--- src/rtl/beamformer_pkg.sv ---
// Constants and types shared between the array sample framer and the LMS beamformer.
package beamformer_pkg;

    localparam int BF_DW        = 16;
    localparam int BF_NCH       = 4;
    localparam int BF_FRAME_LEN = 8;
    localparam int BF_CW        = 16;

    typedef enum logic [1:0] {
        HUNT    = 2'd0,
        COLLECT = 2'd1,
        COMMIT  = 2'd2
    } framer_state_t;

    // Position of each word inside a frame; the reference follows the channels.
    localparam int CH1 = 0;
    localparam int CH2 = 1;
    localparam int CH3 = 2;
    localparam int CH4 = 3;
    localparam int REF = 4;

endpackage

--- src/rtl/array_sample_framer_if.sv ---
// Time-multiplexed complex word stream from the acquisition interface into the framer.
interface array_sample_framer_if
    import beamformer_pkg::*;
#(
    parameter int DW = BF_DW
);
    logic          s_valid;
    logic          s_sof;
    logic [DW-1:0] s_re;
    logic [DW-1:0] s_im;
    logic          s_ready;

    modport master (output s_valid, output s_sof, output s_re, output s_im, input s_ready);
    modport slave  (input s_valid, input s_sof, input s_re, input s_im, output s_ready);
endinterface

--- src/rtl/framer_spacing_timer.sv ---
// Commit spacing timer: permit rises once FRAME_LEN clocks have elapsed since the last commit.
module framer_spacing_timer
    import beamformer_pkg::*;
#(
    parameter int FRAME_LEN = BF_FRAME_LEN
) (
    input  logic clk,
    input  logic rst,
    input  logic clr,
    output logic permit
);
    localparam int RW = $clog2(FRAME_LEN + 1);

    // Clocks still owed before the next commit; zero out of reset so the first frame is never an overrun.
    logic [RW-1:0] rem_q;

    always_ff @(posedge clk or posedge rst) begin
        if (rst) begin
            rem_q <= '0;
        end else if (clr) begin
            rem_q <= RW'(FRAME_LEN - 1);
        end else if (rem_q != '0) begin
            rem_q <= rem_q - 1'b1;
        end
    end

    assign permit = (rem_q == '0);
endmodule

--- src/rtl/array_sample_framer.sv ---
// Assembles NCH channel words plus a reference word into a coherent, rate-limited parallel frame.
//   state   | meaning
//   HUNT    | waiting for an s_sof word, other words are dropped
//   COLLECT | staging channels 2..NCH and then the reference word
//   COMMIT  | one clock, s_ready low, outputs load if spacing permits
module array_sample_framer
    import beamformer_pkg::*;
#(
    parameter int DW        = BF_DW,
    parameter int NCH       = BF_NCH,
    parameter int FRAME_LEN = BF_FRAME_LEN,
    parameter int CW        = BF_CW
) (
    input  logic                   clk,
    input  logic                   rst,
    array_sample_framer_if.slave   s,
    input  logic                   err_clr,
    output logic [DW-1:0]          x1r,
    output logic [DW-1:0]          x1i,
    output logic [DW-1:0]          x2r,
    output logic [DW-1:0]          x2i,
    output logic [DW-1:0]          x3r,
    output logic [DW-1:0]          x3i,
    output logic [DW-1:0]          x4r,
    output logic [DW-1:0]          x4i,
    output logic [DW-1:0]          rr,
    output logic                   frame_valid,
    output logic [CW-1:0]          frame_cnt,
    output logic [CW-1:0]          drop_cnt,
    output logic                   err_seq,
    output logic                   err_ovr
);
    localparam int IW  = $clog2(NCH + 1);
    localparam int CHW = $clog2(NCH);

    framer_state_t state_q, state_d;
    logic [IW-1:0] idx_q, idx_d;
    logic          sof_err, stage_ch1, stage_next;
    logic          permit, commit_ok, commit_drop;

    logic [DW-1:0] stg_re [NCH];
    logic [DW-1:0] stg_im [NCH];
    logic [DW-1:0] stg_rr;
    logic [DW-1:0] out_re [NCH];
    logic [DW-1:0] out_im [NCH];
    logic [DW-1:0] out_rr;

    assign s.s_ready = (state_q != COMMIT);

    always_ff @(posedge clk or posedge rst) begin
        if (rst) begin
            state_q <= HUNT;
            idx_q   <= '0;
        end else begin
            state_q <= state_d;
            idx_q   <= idx_d;
        end
    end

    always_comb begin
        state_d    = state_q;
        idx_d      = idx_q;
        sof_err    = 1'b0;
        stage_ch1  = 1'b0;
        stage_next = 1'b0;
        case (state_q)
            HUNT: begin
                if (s.s_valid && s.s_sof) begin
                    stage_ch1 = 1'b1;
                    idx_d     = IW'(1);
                    state_d   = COLLECT;
                end
            end
            COLLECT: begin
                if (s.s_valid) begin
                    if (s.s_sof) begin
                        sof_err   = 1'b1;
                        stage_ch1 = 1'b1;
                        idx_d     = IW'(1);
                    end else begin
                        stage_next = 1'b1;
                        if (idx_q == IW'(NCH)) begin
                            idx_d   = '0;
                            state_d = COMMIT;
                        end else begin
                            idx_d = idx_q + 1'b1;
                        end
                    end
                end
            end
            COMMIT: begin
                idx_d   = '0;
                state_d = HUNT;
            end
            default: begin
                idx_d   = '0;
                state_d = HUNT;
            end
        endcase
    end

    always_ff @(posedge clk or posedge rst) begin
        if (rst) begin
            for (int i = 0; i < NCH; i++) begin
                stg_re[i] <= '0;
                stg_im[i] <= '0;
            end
            stg_rr <= '0;
        end else if (stage_ch1) begin
            stg_re[CH1] <= s.s_re;
            stg_im[CH1] <= s.s_im;
        end else if (stage_next) begin
            if (idx_q == IW'(NCH)) begin
                stg_rr <= s.s_re;
            end else begin
                stg_re[idx_q[CHW-1:0]] <= s.s_re;
                stg_im[idx_q[CHW-1:0]] <= s.s_im;
            end
        end
    end

    framer_spacing_timer #(.FRAME_LEN(FRAME_LEN)) u_timer (
        .clk    (clk),
        .rst    (rst),
        .clr    (commit_ok),
        .permit (permit)
    );

    assign commit_ok   = (state_q == COMMIT) &&  permit;
    assign commit_drop = (state_q == COMMIT) && !permit;

    always_ff @(posedge clk or posedge rst) begin
        if (rst) begin
            for (int i = 0; i < NCH; i++) begin
                out_re[i] <= '0;
                out_im[i] <= '0;
            end
            out_rr      <= '0;
            frame_valid <= 1'b0;
            frame_cnt   <= '0;
            drop_cnt    <= '0;
            err_seq     <= 1'b0;
            err_ovr     <= 1'b0;
        end else begin
            frame_valid <= commit_ok;
            if (commit_ok) begin
                out_re    <= stg_re;
                out_im    <= stg_im;
                out_rr    <= stg_rr;
                frame_cnt <= frame_cnt + 1'b1;
            end
            if (commit_drop) begin
                drop_cnt <= drop_cnt + 1'b1;
            end
            // A set event on the same edge as err_clr keeps the flag high.
            err_seq <= sof_err     | (err_seq & ~err_clr);
            err_ovr <= commit_drop | (err_ovr & ~err_clr);
        end
    end

    assign x1r = out_re[CH1];
    assign x1i = out_im[CH1];
    assign x2r = out_re[CH2];
    assign x2i = out_im[CH2];
    assign x3r = out_re[CH3];
    assign x3i = out_im[CH3];
    assign x4r = out_re[CH4];
    assign x4i = out_im[CH4];
    assign rr  = out_rr;
endmodule

--- src/flat_wrapper.sv ---
// flat-port wrapper written by rule: the top's interface ports become plain ports
module array_sample_framer_flat import beamformer_pkg::*;
#(
    parameter int DW        = BF_DW,
    parameter int NCH       = BF_NCH,
    parameter int FRAME_LEN = BF_FRAME_LEN,
    parameter int CW        = BF_CW
)
  (clk, rst, err_clr, x1r, x1i, x2r, x2i, x3r, x3i, x4r, x4i, rr, frame_valid, frame_cnt, drop_cnt, err_seq, err_ovr, s_s_valid, s_s_sof, s_s_re, s_s_im, s_s_ready);
  array_sample_framer_if #(.DW(DW)) s_i ();
  input  logic clk;
  input  logic rst;
  input  logic err_clr;
  output logic [DW-1:0] x1r;
  output logic [DW-1:0] x1i;
  output logic [DW-1:0] x2r;
  output logic [DW-1:0] x2i;
  output logic [DW-1:0] x3r;
  output logic [DW-1:0] x3i;
  output logic [DW-1:0] x4r;
  output logic [DW-1:0] x4i;
  output logic [DW-1:0] rr;
  output logic frame_valid;
  output logic [CW-1:0] frame_cnt;
  output logic [CW-1:0] drop_cnt;
  output logic err_seq;
  output logic err_ovr;
  input wire logic [$bits(s_i.s_valid)-1:0] s_s_valid;
  input wire logic [$bits(s_i.s_sof)-1:0] s_s_sof;
  input wire logic [$bits(s_i.s_re)-1:0] s_s_re;
  input wire logic [$bits(s_i.s_im)-1:0] s_s_im;
  output wire logic [$bits(s_i.s_ready)-1:0] s_s_ready;
  assign s_i.s_valid = s_s_valid;
  assign s_i.s_sof = s_s_sof;
  assign s_i.s_re = s_s_re;
  assign s_i.s_im = s_s_im;
  assign s_s_ready = s_i.s_ready;
  array_sample_framer #(.DW(DW), .NCH(NCH), .FRAME_LEN(FRAME_LEN), .CW(CW)) u_core (.clk(clk), .rst(rst), .s(s_i), .err_clr(err_clr), .x1r(x1r), .x1i(x1i), .x2r(x2r), .x2i(x2i), .x3r(x3r), .x3i(x3i), .x4r(x4r), .x4i(x4i), .rr(rr), .frame_valid(frame_valid), .frame_cnt(frame_cnt), .drop_cnt(drop_cnt), .err_seq(err_seq), .err_ovr(err_ovr));
endmodule
--- config.mk ---
export PLATFORM = sky130hd
export DESIGN_NAME = array_sample_framer_flat
export DESIGN_NICKNAME = d
export VERILOG_FILES = /design/src/rtl/beamformer_pkg.sv /design/src/rtl/array_sample_framer_if.sv /design/src/rtl/framer_spacing_timer.sv /design/src/rtl/array_sample_framer.sv /design/src/flat_wrapper.sv
export SDC_FILE = /design/constraint.sdc
export NUM_CORES = 1
export LEC_CHECK = 0
export ABC_AREA = 1
export CORE_ASPECT_RATIO = 0.5
export CORE_MARGIN = 2
export CORE_UTILIZATION = 55
export CTS_BUF_LIST = sky130_fd_sc_hd__clkbuf_4 sky130_fd_sc_hd__clkbuf_8
export CTS_CLUSTER_SIZE = 10
export DETAILED_ROUTE_END_ITERATION = 6
export HOLD_SLACK_MARGIN = 0.05
export PLACE_DENSITY_LB_ADDON = 0.2
export SLEW_MARGIN = 20
export SYNTH_ARGS = -nofsm -noshare
export SYNTH_HDL_FRONTEND = slang
export SYNTH_HIERARCHICAL = 1
export SYNTH_SLANG_ARGS = --single-unit
--- constraint.sdc ---
create_clock -name clk -period 13.2 [get_ports clk]
set_input_delay 1.98 -clock clk [delete_from_list [all_inputs] [get_ports clk]]
set_output_delay 1.98 -clock clk [all_outputs]
set_load 0.005 [all_outputs]
==> reports/qor.yml <==
status: "finished, violations left"
violations: "DRC"
ys_ff_latch: 332
cts_tree: "built"
place_congestion: 0.849
fmax_ghz: 0.234
overflow: 0
postCtsResizedCells: 0
core_um2: 23000
holdBufCountCts: 0
hpwl_um: 20400
cp_max_fo: 33
numPortBuffers: 216
path_clk_slew_ns: 0.07
die_h_um: 113
worst_slew_pin_slew_ns: 1.10
drive_above_1_share: 0.0606
htreeDepth: 2
drtAntennaViolNets: 0
place_area_um2: 15300
grt_antenna_before_repair: 0
combPwrFrac: 0.153
area_growth_pct: 24.3
p_seq_frac: 0.531
min_period_ns: 4.28
intPower_mw: 1.82
drc: 6
synth_cells: 1414
grt_first_pass_wirelength_um: 52200
total_power_mw: 2.55
wl_um: 31200
setup_ws_ns: 8.92
dp_slack_ns: 8.19
grt_max_degree: 92
power_density_nw_per_um2: 157
drt-initial-drc-count: 816
rsz0062_at_grt: "no"
finalCoreUtilization: 0.703
fin_tns_setup_ns: 0
critPathKind: "input port to register"
reg2reg_from: "u_core/u_timer/rem_q[0]"
min_from: "u_core/stg_rr[14]"
fill_cells: 1786
max-slew-margin-rel: 0.263
first_global_vias: 10400
end_kind: "register"
row_count: 39
clk_latency_ns: 0.57
required_ns: 13.70
netSwitchingPower_uw: 725
wire_per_inst_um: 15.9
dieArea_um2: 25000
p_sw_frac: 0.285
io_pins: 217
yosys_warnings: 6
nNetsFinal: 1664
ys_types: 29
num_vias: 10100
dr.pass1.iters: 7
cts_setup_buffers: 0
peakVddDrop_mv: 0.0931
initial_core_util: 0.566
fin_crit_sh: 0.324
startpoint: "s_s_sof"
cts.sinks: 332
crit_arrival_ns: 4.78
cts-root-buf: "clkbuf_8"
ys_seq_area_frac: 0.637
final_area_um2: 16200
final-hold-violation-count: 0
hp-class: "register to register"
grt.total_usage: 0.258
routed_via_density: 5.15
synthesis.nets: 1458
fp.dieW_um: 222
leakage_nw: 8.46
pwr-share-clk: 0.317
skew_ns: 0.0246
numCtsBuffers: 45
drv_cap: 0
drv_slew: 0
netlist_area_um2: 13000
startpoint_type: "input port"
n_antenna_cell: 0
cts_buffer_depth: 3
setup_viol: 0
avgSynthCellArea_um2: 9.22
## power groups by stage
stage | Sequential, mW | Clock [mW] | Combinational, mW
CTS | 1.35 | 0.826 | 0.391
floorplan | 1.33 | 0 | 0.284
finish | 1.35 | 0.807 | 0.389
global route | 1.38 | 0.874 | 0.450
global placement | 1.36 | 0 | 0.364
detailed placement | 1.36 | 0 | 0.389
## final timing paths
| check | to | slack, ns | depth (start not counted) |
|---|---|---|---|
| worst max-delay path | u_core/stg_im[59] | 8.92 | 6 |
| worst min-delay path | u_core/rr[14] | 0.46 | 2 |
| worst max register to register | u_core/x4i[14] | 9.45 | 9 |
| worst min register to register | u_core/rr[14] | 0.46 | 2 |
| max in group asynchronous | u_core/stg_rr[14] | 9.18 | 4 |
| min in group asynchronous | u_core/u_timer/rem_q[0] | 1.76 | 2 |
## cell type report
class                   instances  area, µm²  share of cell area
clock buffers                  71        902              0.0557
clock inverters                 5       28.8             0.00178
inverters                      79        307              0.0189
multi-input cells             941       4070               0.251
flip-flops and latches        332       8310               0.513
well taps                     307        384              0.0237
repair buffers                221       2210               0.136
## critical path, stage by stage
cell and delay, ns:
clkdlybuf4s50_1 0.45, inv_1 0.17, nand4_2 0.73, nand2_1 1.17, nand2_1 0.15, nand2_1 0.10
## synth_stat cells
| library cell | count | area, µm² |
|---|---|---|
| nand2_1 | 692 | 2600 |
| dfrtp_1 | 332 | 8310 |
| o21ai_1 | 97 | 485 |
| inv_1 | 76 | 285 |
| nand3_1 | 49 | 245 |
| buf_2 | 36 | 180 |
| o21ai_0 | 21 | 105 |
| nor2_1 | 18 | 67.6 |
| buf_6 | 12 | 135 |
| xnor2_1 | 12 | 105 |
| nand4_1 | 11 | 68.8 |
| clkbuf_1 | 9 | 33.8 |
| ha_1 | 7 | 87.6 |
| xor2_1 | 7 | 61.3 |
| nor2_4 | 4 | 45.0 |
| nor3_1 | 4 | 20.0 |
| a21oi_1 | 3 | 15.0 |
| buf_4 | 3 | 22.5 |
| inv_2 | 3 | 11.3 |
| nand2_4 | 3 | 33.8 |
| nand3_2 | 3 | 30.0 |
| nand3b_1 | 3 | 22.5 |
| buf_1 | 2 | 7.51 |
| nor3_2 | 2 | 20.0 |
| nand3b_2 | 1 | 11.3 |
| nand4_2 | 1 | 12.5 |
| o211ai_1 | 1 | 7.51 |
| o21bai_1 | 1 | 7.51 |
| o22ai_1 | 1 | 6.26 |
## metrics by stage
stage | hold slack (ns) | std cells
3_5_place_dp | 0.456 | 1880
3_3_place_gp | 0.450 | 1880
4_1_cts | 0.462 | 1956
2_1_floorplan | 0.442 | 1414
6_report | 0.460 | 1956
5_1_grt | 0.494 | 1956
## registers in the layout, indices dropped and copies added, names as in the netlist, 2 cells and up
signal / count
u_core/stg_im: 64
u_core/stg_re: 64
u_core/drop_cnt: 16
u_core/frame_cnt: 16
u_core/rr: 16
u_core/stg_rr: 16
u_core/x1i: 16
u_core/x1r: 16
u_core/x2i: 16
u_core/x2r: 16
u_core/x3i: 16
u_core/x3r: 16
u_core/x4i: 16
u_core/x4r: 16
u_core/u_timer/rem_q: 4
u_core/idx_q: 3
u_core/state_q: 2
## cells in the final DEF, fill, tap and decap left out, types with 2 or more instances in the layout
cell type / count
o21ai_0: 21
inv_2: 2
buf_4: 3
o21ai_1: 97
nand2_1: 691
nand3b_1: 3
nand3_1: 49
clkinv_2: 4
dfrtp_1: 332
nand3_2: 2
clkdlybuf4s50_1: 216
nor2_1: 18
buf_6: 2
a21oi_1: 3
nor3_1: 4
clkbuf_8: 59
ha_1: 7
nand2_4: 3
xnor2_1: 12
nor2_4: 4
nand4_1: 11
nor3_2: 2
inv_1: 75
xor2_1: 7
clkbuf_4: 12
## cell families (layout without fill, tap and decap cells)
| kind of cell | Yosys count | in the layout | share of synthesized area |
|---|---|---|---|
| simple gates | 791 | 791 | 0.243 |
| flops | 332 | 332 | 0.637 |
| buf+inv | 141 | 376 | 0.0518 |
| compound gates | 124 | 124 | 0.0481 |
| xor+xnor | 19 | 19 | 0.0128 |
| fa+ha+maj | 7 | 7 | 0.00672 |
## metal layers
metal | GRT usage | vias to the layer above | part of all wire
li1 | - | 4795 | -
met1 | 0.347 | 4928 | 0.43
met2 | 0.436 | 292 | 0.49
met3 | 0.0488 | 51 | 0.052
met4 | 0.0766 | 0 | 0.021
met5 | 0 | - | 0
Note: power is estimated with default switching activity, not from simulation.
